===== src/rtl/adder_arbiter_pkg.sv =====
// adder_arbiter shared types and constants.
// State enum, data width, INT_MIN and requester id type.
package adder_arb_pkg;

  localparam int DW = 32;
  localparam logic [DW-1:0] INT_MIN = 32'h8000_0000;
  localparam int ID_W = 1;

  typedef logic [ID_W-1:0] id_t;

  typedef enum logic [1:0] {
    IDLE,
    NEG,
    ADD,
    RESP
  } state_t;

endpackage


===== src/rtl/adder_arbiter_addition.sv =====
// addition: shared 32-bit adder, no carry-in.
// Ports: in1, in2 operands; s sum; overflow signed overflow.
import adder_arb_pkg::*;

module addition (
  input  logic [DW-1:0] in1,
  input  logic [DW-1:0] in2,
  output logic [DW-1:0] s,
  output logic          overflow
);

  assign s = in1 + in2;

  // Same-sign operands producing a different-sign sum.
  assign overflow = (in1[DW-1] == in2[DW-1]) &
                    (s[DW-1] != in1[DW-1]);

endmodule


===== src/rtl/adder_arbiter.sv =====
// adder_arbiter: round-robin share of one adder between two requesters.
// Ports: clock/reset_n, req0/req1 valid-ready ops, rsp valid-ready result.
import adder_arb_pkg::*;

module adder_arbiter #(
  parameter bit FIXED_PRIORITY = 1'b0
) (
  input  logic          clock,
  input  logic          reset_n,
  input  logic          req0_valid,
  output logic          req0_ready,
  input  logic [DW-1:0] req0_a,
  input  logic [DW-1:0] req0_b,
  input  logic          req0_sub,
  input  logic          req1_valid,
  output logic          req1_ready,
  input  logic [DW-1:0] req1_a,
  input  logic [DW-1:0] req1_b,
  input  logic          req1_sub,
  output logic          rsp_valid,
  input  logic          rsp_ready,
  output logic          rsp_id,
  output logic [DW-1:0] rsp_sum,
  output logic          rsp_overflow
);

  state_t        state_q;
  state_t        state_d;
  logic [DW-1:0] a_q;
  logic [DW-1:0] b_q;
  logic          sub_q;
  logic          bmin_q;
  id_t           id_q;
  id_t           last_grant;

  logic          idle;
  logic          gnt_any;
  id_t           gnt_id;
  logic          accept;
  logic [DW-1:0] gnt_a;
  logic [DW-1:0] gnt_b;
  logic          gnt_sub;

  logic [DW-1:0] add_in1;
  logic [DW-1:0] add_in2;
  logic [DW-1:0] add_s;
  logic          add_ovf;

  assign idle    = (state_q == IDLE);
  assign gnt_any = req0_valid | req1_valid;

  always_comb begin
    gnt_id = id_t'(req1_valid);
    if (req0_valid & req1_valid) begin
      gnt_id = FIXED_PRIORITY ? id_t'(0) : ~last_grant;
    end
  end

  // Ready is gated by reset so nothing is taken while reset is held.
  assign req0_ready = reset_n & idle & gnt_any & ~gnt_id[0];
  assign req1_ready = reset_n & idle & gnt_any & gnt_id[0];
  assign accept     = req0_ready | req1_ready;

  assign gnt_a   = gnt_id[0] ? req1_a   : req0_a;
  assign gnt_b   = gnt_id[0] ? req1_b   : req0_b;
  assign gnt_sub = gnt_id[0] ? req1_sub : req0_sub;

  // NEG pass forms -b as ~b + 1 since the adder has no carry-in.
  assign add_in1 = (state_q == NEG) ? ~b_q    : a_q;
  assign add_in2 = (state_q == NEG) ? DW'(1)  : b_q;

  addition u_add (
    .in1      (add_in1),
    .in2      (add_in2),
    .s        (add_s),
    .overflow (add_ovf)
  );

  always_comb begin
    state_d = state_q;
    unique case (state_q)
      IDLE: if (accept) state_d = gnt_sub ? NEG : ADD;
      NEG:  state_d = ADD;
      ADD:  state_d = RESP;
      RESP: if (rsp_ready) state_d = IDLE;
      default: state_d = IDLE;
    endcase
  end

  always_ff @(posedge clock) begin
    if (!reset_n) begin
      state_q      <= IDLE;
      a_q          <= '0;
      b_q          <= '0;
      sub_q        <= 1'b0;
      bmin_q       <= 1'b0;
      id_q         <= '0;
      last_grant   <= id_t'(1);
      rsp_valid    <= 1'b0;
      rsp_id       <= 1'b0;
      rsp_sum      <= '0;
      rsp_overflow <= 1'b0;
    end else begin
      state_q <= state_d;
      unique case (state_q)
        IDLE: begin
          if (accept) begin
            a_q        <= gnt_a;
            b_q        <= gnt_b;
            sub_q      <= gnt_sub;
            bmin_q     <= 1'b0;
            id_q       <= gnt_id;
            last_grant <= gnt_id;
          end
        end
        NEG: begin
          b_q    <= add_s;
          bmin_q <= (b_q == INT_MIN);
        end
        ADD: begin
          rsp_sum   <= add_s;
          // -INT_MIN wraps to INT_MIN, so a - INT_MIN
          // overflows exactly when a is non-negative.
          rsp_overflow <= (sub_q & bmin_q) ? ~a_q[DW-1]
                                           : add_ovf;
          rsp_id    <= id_q[0];
          rsp_valid <= 1'b1;
        end
        RESP: begin
          if (rsp_ready) rsp_valid <= 1'b0;
        end
        default: ;
      endcase
    end
  end

endmodule


===== config.mk =====
export PLATFORM = sky130hd
export DESIGN_NAME = adder_arbiter
export DESIGN_NICKNAME = d
export VERILOG_FILES = /design/src/rtl/adder_arbiter_pkg.sv /design/src/rtl/adder_arbiter_addition.sv /design/src/rtl/adder_arbiter.sv
export SDC_FILE = /design/constraint.sdc
export NUM_CORES = 1
export LEC_CHECK = 0
export CAP_MARGIN = 20
export CORE_MARGIN = 5
export CORE_UTILIZATION = 55
export CTS_CLUSTER_DIAMETER = 60
export DETAILED_ROUTE_END_ITERATION = 8
export PLACE_DENSITY = 0.88
export SYNTH_ARGS = -nofsm -noshare
export SYNTH_HDL_FRONTEND = slang
export SYNTH_SLANG_ARGS = --single-unit

===== constraint.sdc =====
create_clock -name clock -period 11.4 [get_ports clock]
set_clock_uncertainty 0.15 [all_clocks]
set_input_delay 2.28 -clock clock [delete_from_list [all_inputs] [get_ports clock]]
set_output_delay 2.28 -clock clock [all_outputs]
set_load 0.01 [all_outputs]

# Yosys cells after proc, flatten, opt, wreduce, memory -nomap -nowiden
# Cells that the tools add are included.
[word_totals] elab_cells=57 out_inout_bits=37 in_bits=135 reg_bits=105
[op_classes] n_bitwise=13 add_sub_neg=1 eq_ne=8 reduce_logical=7 n_mux=17
[op_table] cell="2-to-1 mux 32 bit" n=5
[op_table] cell="one-hot mux 32 bit (2 select lines)" n=1
[op_table] cell="adder 32 bit" n=1
[op_table] cell="equality test 32 bit, second input constant" n=1
[op_table] cell="NOT 32 bit" n=1
[op_table] cell="one-hot mux 2 bit (4 select lines)" n=1
[op_table] cell="AND reduction 2 bit" n=4
[op_table] cell="bitwise AND 1 bit" n=7
[op_table] cell="2-to-1 mux 2 bit" n=3
[op_table] cell="2-to-1 mux 1 bit" n=5
[op_table] cell="equality test 2 bit, second input constant" n=2
[op_table] cell="one-hot mux 1 bit (2 select lines)" n=2
[op_table] cell="nonzero test 2 bit" n=2
[op_table] cell="NOT 1 bit" n=3
[op_table] cell="equality test 2 x 1 -> 1 bit, second input constant" n=1
[op_table] cell="zero test 2 bit" n=1
[op_table] cell="!= test 2 x 1 -> 1 bit, second input constant" n=1
[op_table] cell="!= test 2 bit, second input constant" n=1
[op_table] cell="OR 1 bit" n=2
[op_table] cell="equality test 1 bit" n=1
[op_table] cell="!= test 1 bit" n=1

# Depth between registers and ports, before layout
# Gate-level depths: netlist of run 1.
[depth] depth_word=7 mapped_depth=18 ltp_nobuf=15

# Modules after synthesis
# Synthesis of run 1 repeated with hierarchy kept, for this count alone.
[hier_totals] cells_unflattened=869 hier_area_um2=7160.6
[by_module_without_submodules] module="adder_arbiter" seq_area_each_um2=2102.0 n_inst=1 cells_each=654 area_per_inst_um2=5465.2
[by_module_without_submodules] module="addition" seq_area_each_um2=0.0 n_inst=1 cells_each=215 area_per_inst_um2=1695.4

# Least setup slack after synthesis of run 1
# No wires, ideal clock.
[synth_timing] path_kind="input to output" startpoint="in req1_valid" endpoint="out req1_ready" arrival_ns=3.541 path_stages=4 setup_slack_ns=5.429 t_required_ns=8.970 path_buffers=2 path_cell_list="a21boi_1 > clkbuf_1 > buf_2 > and3_1"
[synth_via] elab_chain_cells=3 word_cells_on_any_way=5 classes_between="mux (1); bitwise (4)"
[synth_rtl] item="start, declared" line_no="adder_arbiter.sv:15" rtl="input logic req1_valid,"
[synth_rtl] item="OR 1 bit / bitwise AND 1 bit (equally long branches)" line_no="adder_arbiter.sv:50, adder_arbiter.sv:54"
[synth_rtl] item="bitwise AND 1 bit / 2-to-1 mux 1 bit (equally long branches)" line_no="adder_arbiter.sv:61, adder_arbiter.sv:54"
[synth_rtl] item="bitwise AND 1 bit *" line_no="adder_arbiter.sv:61" rtl="assign req1_ready = reset_n & idle & gnt_any & gnt_id[0];"
[synth_rtl] item="end, declared" line_no="adder_arbiter.sv:16" rtl="output logic req1_ready,"
# Every way passes the cells marked *; elsewhere a longest branch is shown, timed or not.

# Worst setup path in the final report of run 1
[layout_timing] startpoint="in req0_valid" endpoint="out req0_ready"
[layout_via] elab_chain_cells=4 word_cells_on_any_way=6 classes_between="mux (1); bitwise (5)"
[layout_rtl] item="start, declared" line_no="adder_arbiter.sv:10" rtl="input logic req0_valid,"
[layout_rtl] item="bitwise AND 1 bit" line_no="adder_arbiter.sv:54" rtl="if (req0_valid & req1_valid) begin"
[layout_rtl] item="2-to-1 mux 1 bit" line_no="adder_arbiter.sv:54"
[layout_rtl] item="NOT 1 bit" line_no="adder_arbiter.sv:60" rtl="assign req0_ready = reset_n & idle & gnt_any & ~gnt_id[0];"
[layout_rtl] item="bitwise AND 1 bit *" line_no="adder_arbiter.sv:60"
[layout_rtl] item="end, declared" line_no="adder_arbiter.sv:11" rtl="output logic req0_ready,"
# Marked as above.

==> results of run 1 <==
==> cells in the mapped netlist (all sizes together), types with 12 or more instances <==
library cell  number
ha                35
a211oi            67
dfxtp            105
o21ai             56
mux2i             63
nor2             107
xor2              15
nand3             20
a21oi             73
buf               17
nor3              12
o21a              14
nand2             68
nor2b             53
clkbuf            48
==> state kept, by name, indices dropped and copies added (netlist names) <==
name,count
rsp_valid,1
rsp_id,1
a_q,32
b_q,32
last_grant,1
rsp_overflow,1
bmin_q,1
state_q,2
sub_q,1
id_q,1
rsp_sum,32
==> kinds of logic (layout without fill, tap and decap cells) <==
logic type | count (synthesis) | after routing | synth area share
AND/OR/NAND/NOR | 313 | 313 | 0.2130
AO/OA/AOI/OAI | 272 | 272 | 0.2573
flip-flops | 105 | 105 | 0.2962
buffers and inverters | 78 | 211 | 0.04320
multiplexers | 66 | 66 | 0.09363
adder cells (fa/ha/maj) | 36 | 36 | 0.06454
XOR/XNOR | 26 | 26 | 0.03209
==> layer usage <==
layer  track usage  vias up
met5             0        -
met4       0.07543        0
met3       0.05631       30
met2        0.4522      262
met1        0.3396     3241
li1              -     3488
==> worst max-delay path, stage by stage <==
cell and delay (ps):
clkdlybuf4s50_1 540, o21a_2 140, buf_4 530, nand2_1 250, nor2_1 130, clkdlybuf4s50_1 550
==> where the power goes <==
part | leakage, nW | switching (mW) | internal [mW]
sequential | 0.863 | 0.0840 | 0.487
combinational | 2.60 | 0.880 | 0.580
clock | 0.133 | 0.143 | 0.155
==> how the worst max path moves through the flow <==
stage | slack [ps] | to | depth (start not counted)
2_1_floorplan | 5430 | req1_ready | 4
3_3_place_gp | 4600 | req0_ready | 6
3_5_place_dp | 4530 | req0_ready | 6
4_1_cts | 4530 | req0_ready | 6
5_1_grt | 4400 | req0_ready | 6
6_report | 4530 | req0_ready | 6
==> layout make-up <==
| cell class | count | share of cell area |
|---|---|---|
| clock buffer | 11 | 0.02645 |
| tap | 172 | 0.02345 |
| multi-input combinational | 713 | 0.5139 |
| inverter | 13 | 0.005318 |
| sequential | 105 | 0.2291 |
| clock inverter | 5 | 0.004091 |
| timing repair buffer | 182 | 0.1977 |
==> metrics.log, run 1 <==
[metrics] result of the run: finished, final reports clean
[metrics] post-layout net count: 1195
[metrics] Die Area: 15270 um^2
[metrics] estimated wirelength of the detail-placed design: 15.14 mm
[metrics] number of clock sinks seen by CTS: 105
[metrics] total nets after synthesis: approximately 1100
[metrics] Final Instance Area: 9176 um^2
[metrics] post-detailed-route DRC marker count: 0
[metrics] number of slew-limit violations in the final report: 0
[metrics] Initial DRC Count: 628
[metrics] hold buffer count at CTS: 0
[metrics] CTS tree: built
[metrics] critical path required time: 8970 ps
[metrics] Synth async-reset ratio: 0
[metrics] depth of the most critical reg-to-reg path: 16
[metrics] wire length of the first global-routing pass: around 32 mm
[metrics] power density over the cells: 253.9 nW/um^2
[metrics] Clk Tree Root Cell: clkbuf_16
[metrics] number of cells produced by synthesis: 896
[metrics] final core utilization: 0.7271
[metrics] overall power of the completed layout: 2.330 mW
[metrics] layout filler cell count: 999
[metrics] Syn. warnings: 0
[metrics] final worst setup slack: 4532 ps
[metrics] worst-case vdd ir drop: 0.0002258 V
[metrics] number of levels the H-tree was split into: 3
[metrics] Reg-to-Reg Start: state_q[1]
[metrics] Seq/Total Area, Yosys: 0.2962
[metrics] number of instances resized during post-cts repair: 0
[metrics] post-placement worst setup slack: 4533 ps
[metrics] arrival time worst endpoint: 4440 ps
[metrics] average cell area after synthesis: 7.919 um^2
[metrics] FMAX: 145.6 MHz
[metrics] Reg2Reg Setup Slack: 6750 ps
[metrics] Die Span Y: around 120 um
[metrics] Worst setup startpoint: req0_valid
[metrics] Slew headroom: 0.3135
[metrics] predominant post-synthesis flop cell: dfxtp_1
[metrics] pin slew with the least headroom to its limit: approximately 1000 ps
[metrics] worst min-delay path startpoint: id_q
[metrics] count of placed standard cells in the final layout, fillers left out: 1201
[metrics] largest net degree at the start of global routing: 122
[metrics] area grow syn2layout: 29.32%
[metrics] effective utilization at floorplan: 0.5623
[metrics] highest fanout seen on the critical path: between 60 and 70
[metrics] EDFF count, synth: 0
[metrics] clock tree buffer depth: 2
[metrics] antenna diode count: 0
[metrics] path category of the worst min-delay check: reg -> reg
[metrics] final number of setup-violating endpoints: 0
[metrics] max-cap viol count: 0
[metrics] GRT Overall Usage: 0.2656
[metrics] antenna-violating nets left: 0
[metrics] Worst Hold Margin: ~320 ps
[metrics] number of endpoints with negative hold slack in the final report: 0
[metrics] final worst path period share: 0.6024
[metrics] top layer in use: met4
[metrics] width of the die: around 120 um
[metrics] amount of wire on met2 after detailed routing: 9.936 mm
[metrics] flip-flop and latch count after synthesis: between 100 and 150
[metrics] area after detailed placement: 8869 um^2
[metrics] area used by multi-input combinational logic: 4716 um^2
[metrics] cell depth of the worst hold path: 2
[metrics] area leader, netlist: dfxtp_1
[metrics] IO Port Bufs: 171
[metrics] post-synthesis cell area: 7096 um^2
[metrics] mean routed wirelength per cell: between 15 and 20 um
[metrics] Hold Path End: id_q
[metrics] clk_lat worst skew: 360 ps
[metrics] via count: around 7000
[metrics] # IOs: 172
[metrics] static leakage power: 3.595 nW
[metrics] unrepaired setup endpoints after global routing: false
[metrics] distinct cell type count of the synthesized netlist: 68
[metrics] final setup TNS: 0 ps
[metrics] share of cells above drive strength 1: 0.04859
[metrics] cell count after placement: between 1000 and 1500
[metrics] Core Footprint: between 10000 and 15000 um^2
[metrics] clock period minus worst slack: 6868 ps
[metrics] remaining global-route overflow: 0
[metrics] element type at the critical path start: primary input
[metrics] vias in the first global route: about 6600
[metrics] reg2reg end: b_q[22]
[metrics] met3 WL: 1.597 mm
[metrics] clock edge transition at the registers on the reported setup and hold paths: 70 ps
[metrics] overall routed net length: a little over 20 mm
[metrics] antenna violations before repair: 0
[metrics] met1 wire length: 8.761 mm
[metrics] detail-routed via count per cell: slightly below 6
[metrics] leading cell types in the layout, fill and taps excluded: 171 x clkdlybuf4s50_1, 107 x nor2_1, 105 x dfxtp_1
[metrics] top area cells in the synthesized netlist: dfxtp_1 30%, mux2i_1 8.9%, a211oi_1 6.9%, ha_1 6.2%, nor2_1 5.7%
[metrics] number of CTS-inserted buffers: 9
[metrics] FP Rows: 41
[metrics] TritonRoute pass-1 iters: 8
[metrics] Setup Crit Path Kind: in -> out
[metrics] area share of the leading cell type in the synthesized netlist: 0.2962
[metrics] Seq. cell area: 2102 um^2
[metrics] commonest non-fill, non-tap cell in the layout: clkdlybuf4s50_1
[metrics] Worst Setup End Kind: primary output
[metrics] Final GP Congestion: 0.9401
[metrics] number of buffers inserted by post-CTS setup repair: 0
Note: power is estimated with default switching activity, not from simulation.
==> run 2, diff against run 1 <==
- CORE_UTILIZATION: 55 -> 46
- PLACE_DENSITY: 0.88 -> 0.79
- clock period: 11.4 -> 6.3 ns (I/O delays scaled with it)
==> metrics.log, run 2 (synthesis gave the netlist of run 1 again) <==
[metrics] highest fanout seen on the critical path: 59 (was 69)
[metrics] vias in the first global route: 6433 (was 6556)
[metrics] number of buffers inserted by post-CTS setup repair: 0 (unchanged)
[metrics] final setup TNS: 0 ps (unchanged)
[metrics] antenna diode count: 0 (unchanged)
[metrics] CTS tree: built (unchanged)
[metrics] largest net degree at the start of global routing: 78 (was 122)
[metrics] cell-internal power: 2.199 mW (was 1.222 mW)
[metrics] leading cell types in the layout, fill and taps excluded: 171 x clkdlybuf4s50_1, 107 x nor2_1, 105 x dfxtp_1 (unchanged)
[metrics] area grow syn2layout: 29.15% (was 29.32%)
[metrics] post-detailed-route DRC marker count: 0 (unchanged)
[metrics] layout filler cell count: 1395 (was 999)
[metrics] number of clock sinks seen by CTS: 105 (unchanged)
[metrics] area after detailed placement: 8889 um^2 (was 8869 um^2)
[metrics] overall routed net length: 20.21 mm (was 20.65 mm)
[metrics] FMAX: 198.1 MHz
[metrics] IO Port Bufs: 171 (unchanged)
[metrics] # IOs: 172 (unchanged)
[metrics] mean routed wirelength per cell: 16.62 um (was 17.20 um)
[metrics] power density over the cells: 455.2 nW/um^2 (was 253.9 nW/um^2)
[metrics] Die Span Y: 134.2 um (was 123.6 um)
[metrics] clock share of power: 0.130 (was 0.128)
[metrics] via count: 6891 (was 7021)
[metrics] static leakage power: 3.581 nW (was 3.595 nW)
[metrics] number of endpoints with negative hold slack in the final report: 0 (unchanged)
[metrics] Clk Tree Root Cell: clkbuf_16 (unchanged)
[metrics] width of the die: 134.2 um (was 123.6 um)
[metrics] Slew headroom: 0.3211 (was 0.3135)
[metrics] Worst Setup End Kind: flip-flop (was primary output)
[metrics] power share of the combinational group: 0.621 (was 0.627)
[metrics] depth of the most critical reg-to-reg path: 14 (was 16)
[metrics] reg2reg end: b_q[28] (was b_q[22])
[metrics] sequential cell fraction of total power: 0.249 (was 0.245)
[metrics] result of the run: finished, final reports clean (unchanged)
[metrics] Final Instance Area: 9164 um^2 (was 9176 um^2)
[metrics] remaining global-route overflow: 0 (unchanged)
[metrics] element type at the critical path start: flip-flop (was primary input)
[metrics] hold buffer count at CTS: 0 (unchanged)
[metrics] count of placed standard cells in the final layout, fillers left out: 1216 (was 1201)
[metrics] clock edge transition at the registers on the reported setup and hold paths: 70 ps (about the same)
[metrics] post-layout net count: 1194 (was 1195)
[metrics] net switching component of the power: 1.973 mW (was 1.107 mW)
[metrics] critical path required time: 6400 ps (was 8970 ps)
[metrics] clk_lat worst skew: 360 ps (about the same)
[metrics] worst-case vdd ir drop: 0.0002381 V (was 0.0002258 V)
[metrics] TritonRoute pass-1 iters: 5 (was 8)
[metrics] final core utilization: 0.6050 (was 0.7271)
[metrics] wire length of the first global-routing pass: 32.22 mm (was 32.31 mm)
[metrics] max-cap viol count: 0 (unchanged)
[metrics] overall power of the completed layout: 4.171 mW (was 2.330 mW)
[metrics] cell count after placement: 1200 (was 1184)
[metrics] estimated wirelength of the detail-placed design: 15.10 mm (was 15.14 mm)
[metrics] FP Rows: 45 (was 41)
[metrics] Die Area: 18010 um^2 (was 15270 um^2)
[metrics] pin slew with the least headroom to its limit: 1017 ps (was 1029 ps)
[metrics] clock tree buffer depth: 2 (unchanged)
[metrics] final worst path period share: 0.8011
[metrics] unrepaired setup endpoints after global routing: false (unchanged)
[metrics] number of instances resized during post-cts repair: 0 (unchanged)
[metrics] Final GP Congestion: 0.9307 (was 0.9401)
[metrics] Setup Crit Path Kind: reg -> reg (was in -> out)
[metrics] GRT Overall Usage: 0.2195 (was 0.2656)
[metrics] clock period minus worst slack: between 5000 and 6000 ps
[metrics] antenna violations before repair: 0 (unchanged)
[metrics] Initial DRC Count: 591 (was 628)
[metrics] path category of the worst min-delay check: reg -> reg (unchanged)
[metrics] number of CTS-inserted buffers: 9 (unchanged)
[metrics] effective utilization at floorplan: 0.4685 (was 0.5623)
[metrics] Reg-to-Reg Start: state_q[0] (was state_q[1])
[metrics] number of slew-limit violations in the final report: 0 (unchanged)
[metrics] final number of setup-violating endpoints: 0 (unchanged)
[metrics] detail-routed via count per cell: 5.667 (was 5.846)
[metrics] antenna-violating nets left: 0 (unchanged)
[metrics] Worst setup startpoint: state_q[0] (was req0_valid)
[metrics] switching portion of total power: 0.4729 (was 0.4752)
[metrics] top flop regs: a_q (32), b_q (32), rsp_sum (32) (unchanged)
[metrics] number of levels the H-tree was split into: 3 (unchanged)
[metrics] Critical Path End: b_q[28] (was req0_ready)
[metrics] share of cells above drive strength 1: 0.04572 (was 0.04859)
[metrics] Core Footprint: 15150 um^2 (was 12620 um^2)
[metrics] Reg2Reg Setup Slack: 1250 ps (was 6750 ps)
[metrics] commonest non-fill, non-tap cell in the layout: clkdlybuf4s50_1 (unchanged)
[metrics] arrival time worst endpoint: 5150 ps (was 4440 ps)
==> run 2: changes by cell type in the layout (fill, tap and decap cells not counted) <==
cell and delta:
clkbuf_1 +2, clkinvlp_4 -1, clkinv_2 -1, inv_6 -1, buf_16 -1, clkinv_4 +1
==> run 2: through the flow <==
stage / setup WS [ps] / hold slack [ps]
2_1_floorplan: 2264 / 282.2
3_3_place_gp: 1425 / 302.1
3_5_place_dp: 1320 / 306.6
4_1_cts: 1261 / 317.1
5_1_grt: 816.4 / 336.3
6_report: 1253 / 311.4
==> run 2: layout make-up <==
cell class | instances | area [um^2] | area share
Tap cell | 188 | 235.2 | 0.02567
Timing Repair Buffer | 181 | 1787 | 0.1950
Multi-Input combinational cell | 713 | 4716 | 0.5146
Sequential cell | 105 | 2102 | 0.2294
Clock inverter | 3 | 25.02 | 0.002731
Clock buffer | 13 | 250.2 | 0.02731
Inverter | 13 | 48.80 | 0.005325
==> run 2: how the worst min path moves through the flow <==
| stage | startpoint | end | depth (start not counted) |
|---|---|---|---|
| after CTS | id_q | id_q | 2 |
| after global placement | id_q | id_q | 2 |
| after floorplan | bmin_q | bmin_q | 2 |
| after detailed placement | id_q | id_q | 2 |
| final | id_q | id_q | 2 |
| after global routing | bmin_q | bmin_q | 2 |
==> run 2: per-layer routing <==
layer | GRT usage | wire (um) | part of all wire
met1 | 0.2943 | 9011 | 0.45
met5 | 0 | 0 | 0
met4 | 0.06618 | 467 | 0.023
met2 | 0.3486 | 9058 | 0.45
met3 | 0.05664 | 1669 | 0.083
==> run 2: power groups by stage <==
stage          Clock [mW]  Combinational, mW  Sequential [mW]
2_1_floorplan           0               1.83             1.03
3_3_place_gp            0               2.53             1.04
3_5_place_dp            0               2.56             1.05
4_1_cts             0.552               2.57             1.04
5_1_grt             0.576               2.86             1.06
6_report            0.542               2.59             1.04
==> run 2: critical path: stages, from the launching register on <==
cell and delay, ps:
dfxtp_1 430, ha_4 550, clkinv_1 810, nand2_1 260, o21ai_0 110, ha_1 250
fa_1 400, a21o_1 220, a221oi_4 350, a211oi_4 160, a2111oi_2 540, o31ai_1 210
a21oi_2 210, mux2i_1 200, o21ai_1 80
==> run 3, diff against run 2 <==
- clock period: 6.3 -> 4.6 ns (I/O delays scaled with it)
==> metrics.log, run 3 (synthesis gave the netlist of run 1 again) <==
[metrics] result of the run: finished, final reports clean (unchanged)
[metrics] area used by multi-input combinational logic: 4716 um^2 (unchanged)
[metrics] final core utilization: 0.6083 (was 0.6050)
[metrics] number of slew-limit violations in the final report: 0 (unchanged)
[metrics] effective utilization at floorplan: 0.4685 (unchanged)
[metrics] mean routed wirelength per cell: 17.17 um (was 16.62 um)
[metrics] Setup Crit Path Kind: reg -> reg (unchanged)
[metrics] width of the die: 134.2 um (unchanged)
[metrics] antenna-violating nets left: 0 (unchanged)
[metrics] vias in the first global route: 6810 (was 6433)
[metrics] post-detailed-route DRC marker count: 0 (unchanged)
[metrics] Seq. cell area: 2102 um^2 (unchanged)
[metrics] Reg-to-Reg Start: state_q[1] (was state_q[0])
[metrics] FMAX: 236.5 MHz (was 198.1 MHz)
[metrics] layout filler cell count: 1360 (was 1395)
[metrics] final number of setup-violating endpoints: 0 (unchanged)
[metrics] Die Span Y: 134.2 um (unchanged)
[metrics] area grow syn2layout: 29.85% (was 29.15%)
[metrics] reg2reg end: b_q[28] (unchanged)
[metrics] clock edge transition at the registers on the reported setup and hold paths: 70 ps (about the same)
[metrics] final worst path period share: 0.9191 (was 0.8011)
[metrics] number of endpoints with negative hold slack in the final report: 0 (unchanged)
[metrics] via count: 7055 (was 6891)
[metrics] power density over the cells: 630.9 nW/um^2 (was 455.2 nW/um^2)
[metrics] hold buffer count at CTS: 0 (unchanged)
[metrics] depth of the most critical reg-to-reg path: 15 (was 14)
[metrics] antenna diode count: 0 (unchanged)
[metrics] GRT Overall Usage: 0.2300 (was 0.2195)
[metrics] commonest non-fill, non-tap cell in the layout: clkdlybuf4s50_1 (unchanged)
[metrics] Slew headroom: 0.3110 (was 0.3211)
[metrics] post-placement worst setup slack: 449.5 ps (was 1320 ps)
[metrics] post-layout net count: 1198 (was 1194)
[metrics] FP Rows: 45 (unchanged)
[metrics] number of instances resized during post-cts repair: 0 (unchanged)
[metrics] number of clock sinks seen by CTS: 105 (unchanged)
[metrics] clock tree buffer depth: 2 (unchanged)
[metrics] estimated wirelength of the detail-placed design: 15.96 mm (was 15.10 mm)
[metrics] Critical Path End: b_q[28] (unchanged)
[metrics] top flop regs: a_q (32), b_q (32), rsp_sum (32) (unchanged)
[metrics] max-cap viol count: 0 (unchanged)
[metrics] Worst setup startpoint: state_q[1] (was state_q[0])
[metrics] share of cells above drive strength 1: 0.05233 (was 0.04572)
[metrics] worst-case vdd ir drop: 0.0002955 V (was 0.0002381 V)
[metrics] number of levels the H-tree was split into: 3 (unchanged)
[metrics] overall routed net length: 20.94 mm (was 20.21 mm)
[metrics] clk_lat worst skew: 370 ps (was 360 ps)
[metrics] pin slew with the least headroom to its limit: 1032 ps (was 1017 ps)
[metrics] critical path required time: 4710 ps (was 6400 ps)
[metrics] arrival time worst endpoint: 4330 ps (was 5150 ps)
[metrics] number of buffers inserted by post-CTS setup repair: 0 (unchanged)
[metrics] Initial DRC Count: 566 (was 591)
[metrics] unrepaired setup endpoints after global routing: false (unchanged)
[metrics] number of CTS-inserted buffers: 9 (unchanged)
[metrics] wire length of the first global-routing pass: 33.92 mm (was 32.22 mm)
[metrics] Reg2Reg Setup Slack: 370 ps (was 1250 ps)
[metrics] Final GP Congestion: 0.9423 (was 0.9307)
[metrics] Core Footprint: 15150 um^2 (unchanged)
[metrics] Clk Tree Root Cell: clkbuf_16 (unchanged)
[metrics] IO Port Bufs: 171 (unchanged)
[metrics] antenna violations before repair: 0 (unchanged)
[metrics] element type at the critical path start: flip-flop (unchanged)
[metrics] remaining global-route overflow: 0 (unchanged)
[metrics] static leakage power: 3.615 nW (was 3.581 nW)
[metrics] detail-routed via count per cell: 5.783 (was 5.667)
[metrics] final setup TNS: 0 ps (unchanged)
[metrics] CTS tree: built (unchanged)
[metrics] highest fanout seen on the critical path: 22 (was 59)
[metrics] leading cell types in the layout, fill and taps excluded: 171 x clkdlybuf4s50_1, 107 x nor2_1, 105 x dfxtp_1 (unchanged)
[metrics] TritonRoute pass-1 iters: 4 (was 5)
[metrics] Worst Setup End Kind: flip-flop (unchanged)
[metrics] path category of the worst min-delay check: reg -> reg (unchanged)
[metrics] clock period minus worst slack: 4228 ps (was 5047 ps)
[metrics] # IOs: 172 (unchanged)
[metrics] largest net degree at the start of global routing: 68 (was 78)
[metrics] Die Area: 18010 um^2 (unchanged)
[metrics] final worst setup slack: 372.3 ps (was 1253 ps)
run 3: worst max-delay path, stage by stage, from the launching register on:
cell and delay (ps):
dfxtp_1 340, inv_1 110, ha_4 280, clkinv_1 310, buf_4 300, nand2_1 90
o21ai_0 100, ha_1 410, and3_2 230, a221oi_4 380, a211oi_4 160, a2111oi_2 520
o31ai_1 190, a21oi_2 220, mux2i_1 230, o21ai_1 90
run 3: final cells by class:
type / count / area share
multi-input cells: 713 / 0.5118
flip-flops and latches: 105 / 0.2281
repair buffers: 185 / 0.1972
well taps: 188 / 0.02553
clock buffers: 9 / 0.02444
clock inverters: 7 / 0.007605
inverters: 13 / 0.005296
run 3: metal layers:
layer,vias up,track usage,part of all wire
met3,25,0.04351,0.070
li1,3485,-,-
met5,-,0,0
met1,3289,0.3022,0.45
met2,256,0.3841,0.46
met4,0,0.07014,0.020
run 3: worst min-delay path by stage:
| stage | start | to | slack, ps | depth (start not counted) |
|---|---|---|---|---|
| floorplan | bmin_q | bmin_q | 280 | 2 |
| global placement | id_q | id_q | 310 | 2 |
| detailed placement | id_q | id_q | 310 | 2 |
| CTS | id_q | id_q | 320 | 2 |
| global route | rsp_sum[27] | rsp_sum[27] | 340 | 2 |
| finish | id_q | id_q | 320 | 2 |
run 3: where the power goes:
part / internal [mW] / switching (mW)
combinational: 1.43 / 2.17
clock: 0.422 / 0.363
sequential: 1.21 / 0.221
total: 3.06 / 2.75
run 3: through the flow:
step	std cells	hold slack, ps	power (mW)	cell area, um^2
floorplan	896	282.2	3.917	7096
global placement	1204	305.9	4.954	8919
detailed placement	1204	313.9	4.989	8919
CTS	1220	324.3	5.795	9214
global route	1220	339.1	6.266	9214
finish	1220	323.7	5.813	9214
==> variant 1 (flow settings as in run 2) <==
Register the output `rsp_overflow` once more, with the module's reset; this adds one clock of latency there. The other outputs are not delayed to match.
--- a/src/rtl/adder_arbiter.sv
+++ b/src/rtl/adder_arbiter.sv
@@ -25,2 +25,4 @@
 );
+
+  logic rsp_overflow_s0;
 
@@ -101,3 +103,3 @@
       rsp_sum      <= '0;
-      rsp_overflow <= 1'b0;
+      rsp_overflow_s0 <= 1'b0;
     end else begin
@@ -123,3 +125,3 @@
           // overflows exactly when a is non-negative.
-          rsp_overflow <= (sub_q & bmin_q) ? ~a_q[DW-1]
+          rsp_overflow_s0 <= (sub_q & bmin_q) ? ~a_q[DW-1]
                                            : add_ovf;
@@ -136,2 +138,10 @@
 
+  always_ff @(posedge clock) begin
+    if (!reset_n) begin
+      rsp_overflow <= '0;
+    end else begin
+      rsp_overflow <= rsp_overflow_s0;
+    end
+  end
+
 endmodule
Function: changed (a bounded check fails within 4 cycles, from zero or initial values and one cycle with reset_n low).
==> variant 1 against run 2 <==
Design area increased by 3.5%. Largest cell class unchanged. Sequential cell count increased by 1. Routed wire length increased by 8.6%. Register-to-register slack improved by 0.56 ns. Setup slack improved by 0.54 ns. Total power increased by 5.7%. Count of clock-buffer cells in the layout decreased by 2. Area after synthesis increased by 3.9%. Global-route usage increased by 1.5 points.
==> variant 1: results (changes against run 2) <==
| Metric | Value |
|---|---|
| Crit-path max FO | `35 (was 59)` |
| Syn_nets | `1096 (was 1067)` |
| Total Routing Usage GR | `0.234 (was 0.220)` |
| VDD IR max | `0.417 mV (was 0.238 mV)` |
| HPWL after detailed placement | `16300 µm (was 15100 µm)` |
| Static Leak | `3.65 nW (was 3.58 nW)` |
| Synth warn | `0 (unchanged)` |
| Root buffer cell | `clkbuf_16 (unchanged)` |
| Top post-synthesis cells by area | `dfxtp_1 (29%), mux2i_1 (11%), a211oi_1 (6.3%) (was dfxtp_1 (30%), mux2i_1 (8.9%), a211oi_1 (6.9%))` |
| Post-CTS Resized | `0 (unchanged)` |
| Top cells by count, synth | `dfxtp_1 (106), nor2_1 (102), mux2i_1 (81) (was nor2_1 (107), dfxtp_1 (105), a21oi_1 (72))` |
| Seq/Total Area, Yosys | `0.288 (was 0.296)` |
| GP Congestion | `0.927 (was 0.931)` |
| Worst r2r src | `state_q[1] (was state_q[0])` |
| Unique masters post-synth | `71 (was 68)` |
| Top flop regs | `a_q: 32 flops, b_q: 32 flops, rsp_sum: 32 flops (unchanged)` |
| DR vias | `7255 (was 6891)` |
| Initial DRC count | `645 (was 591)` |
| Worst Path Arrival | `3.10 ns (was 5.15 ns)` |
| NumNets Final | `1216 (was 1194)` |
| First-pass GRT wire length | `34900 µm (was 32200 µm)` |
| Worst skew pair latency | `0.36 ns (about the same)` |
| HP Start | `id_q (unchanged)` |
| CP startpoint | `req1_valid (was state_q[0])` |
| Cts bufs inserted | `9 (unchanged)` |
| Run status | `finished, final reports clean (unchanged)` |
| Initial antenna violation count | `0 (unchanged)` |
| Worst Max-Slew Pin Slew | `0.846 ns (was 1.02 ns)` |
| Vias in the first global route | `6762 (was 6433)` |
| Drt total wl | `21900 µm (was 20200 µm)` |
| Share of post-route cells with drive strength above 1 | `0.0571 (was 0.0457)` |
| Largest net degree at the start of global routing | `89 (was 78)` |
| Worst slack at placement | `1.81 ns (was 1.32 ns)` |
| Synth async-reset ratio | `0 (unchanged)` |
[variant 1: cell types whose count changed after synthesis, sizes merged, moves of 4 or more]
cell    before  now
a21oi       73   80
buf         17   24
inv         11   21
mux2i       63   81
nand2       68   60
nand3b       2    6
nand4        4   10
nor2       107  103
nor2b       53   44
o21a        14    6
xnor2       11   22
xor2        15    3
[variant 1: worst max-delay path, stage by stage]
cell and delay, ns:
clkdlybuf4s50_1 0.51, a21boi_4 0.20, buf_4 0.51, nor2_1 0.11, clkdlybuf4s50_1 0.50
[variant 1: cell type report]
cell class              count  area (µm²)
repair buffers            181        1790
fillers                  1425        6350
multi-input cells         726        4900
clock inverters             5        86.3
flip-flops and latches    106        2120
clock buffers              11         233
inverters                  21        78.8
well taps                 216         270
[variant 1: logic make-up after synthesis]
logic type	count (synthesis)	synth area share
XOR/XNOR	25	0.0297
AND/OR/NAND/NOR	309	0.207
adder cells (fa/ha/maj)	36	0.0621
AO/OA/AOI/OAI	270	0.244
flip-flops	106	0.288
buffers and inverters	93	0.0517
multiplexers	86	0.118
[variant 1: where the power goes]
| group | internal, mW | total [mW] | switching [mW] |
|---|---|---|---|
| clock | 0.353 | 0.630 | 0.277 |
| sequential | 0.888 | 1.05 | 0.164 |
| combinational | 1.10 | 2.73 | 1.63 |
| total | 2.34 | 4.41 | 2.07 |
[variant 1: final timing paths]
| kind | to | slack [ns] | cells after the start |
|---|---|---|---|
| min | id_q | 0.31 | 2 |
| max | req0_ready | 1.79 | 5 |
| max reg2reg | b_q[29] | 1.81 | 14 |
| min reg2reg | id_q | 0.31 | 2 |
[variant 1: stage by stage]
stage / power (mW) / std cells / hold slack [ns] / cell area (µm²)
after global routing: 4.73 / 1266 / 0.339 / 9480
after global placement: 3.72 / 1250 / 0.295 / 9160
after floorplan: 2.98 / 925 / 0.282 / 7380
final: 4.41 / 1266 / 0.314 / 9480
after detailed placement: 3.73 / 1250 / 0.305 / 9160
after CTS: 4.37 / 1266 / 0.315 / 9480
[variant 1: per-layer routing]
layer	routed length, µm	vias to the layer above	global-route usage
met1	10300	3374	0.344
met4	318	0	0.0554
met5	0	-	0
met3	1760	18	0.0526
li1	-	3595	-
met2	9580	268	0.347
==> variant 2 (settings of run 2) <==
Without the edit above. `DW`: 32 -> 64.
--- a/src/rtl/adder_arbiter_pkg.sv
+++ b/src/rtl/adder_arbiter_pkg.sv
@@ -4,3 +4,3 @@
 
-  localparam int DW = 32;
+  localparam int DW = 64;
   localparam logic [DW-1:0] INT_MIN = 32'h8000_0000;
Ports: changed (5 resized); port bits go from 172 to 332. The function was not compared with the original's and may differ.
==> variant 2 against run 2 <==
Total power rose by 110%. Critical endpoint is now b_q[61]. Highest routed layer unchanged. Sequential cell count rose by 96. Sequential power rose by 88%. Combinational power rose by 110%. Routed wire length rose by 140%. Area after synthesis rose by 110%. Design area rose by 110%. Setup slack improved by 0.025 ns.
==> variant 2: results (changes against run 2) <==
| Metric | Value |
|---|---|
| VDD IR max | `0.284 mV (was 0.238 mV)` |
| Non-CTS buffers | `347 (was 181)` |
| Critical-path top delay cell | `inv_4 (was clkinv_1)` |
| CP startpoint | `state_q[1] (was state_q[0])` |
| ClkCell Share | `0.0435 (was 0.0300)` |
| HP Start | `rsp_sum[62] (was id_q)` |
| Worst hold endpoint | `rsp_sum[62] (was id_q)` |
| Worst slack at placement | `1.40 ns (was 1.32 ns)` |
| Global routing usage on met2 | `0.439 (was 0.349)` |
| FFs & Latches | `201 (was 105)` |
| DR vias | `14400 (was 6891)` |
| Syn_nets | `2224 (was 1067)` |
| HPWL after detailed placement | `37200 µm (was 15100 µm)` |
| Cell Rows | `65 (was 45)` |
| DR WL met2 | `22800 µm (was 9060 µm)` |
| CLK BUF | `36 (was 13)` |
| Bufs on Longest Clock Path | `3 (was 2)` |
| Initial antenna violation count | `1 (was 0)` |
| Multi-input combinational area share | `0.520 (was 0.515)` |
| Capturing point of the worst reg2reg path | `b_q[61] (was b_q[28])` |
| Worst Path Arrival | `5.25 ns (was 5.15 ns)` |
| Seq/Total Area, Yosys | `0.275 (was 0.296)` |
| CP max stage delay | `0.54 ns (was 0.81 ns)` |
| Grt met1 use | `0.346 (was 0.294)` |
| Routed met1 length | `21300 µm (was 9010 µm)` |
| Run status | `finished, final reports clean (unchanged)` |
variant 2: cell count changes after synthesis, moves of 42 or more:
cell	delta
clkbuf_1	+63
a21oi_1	+62
dfxtp_1	+96
a21o_1	+42
mux2i_1	+126
and3_1	+63
nor2b_1	+106
nand2_1	+200
inv_1	+67
variant 2: kinds of logic (layout without fill, tap and decap cells):
| family | count (synthesis) | count (layout) | synth area share |
|---|---|---|---|
| flip-flops | 201 | 201 | 0.275 |
| AND/OR/NAND/NOR | 698 | 698 | 0.238 |
| AO/OA/AOI/OAI | 452 | 452 | 0.199 |
| XOR/XNOR | 59 | 59 | 0.0353 |
| buffers and inverters | 216 | 471 | 0.0571 |
| multiplexers | 199 | 199 | 0.137 |
| adder cells (fa/ha/maj) | 68 | 68 | 0.0586 |
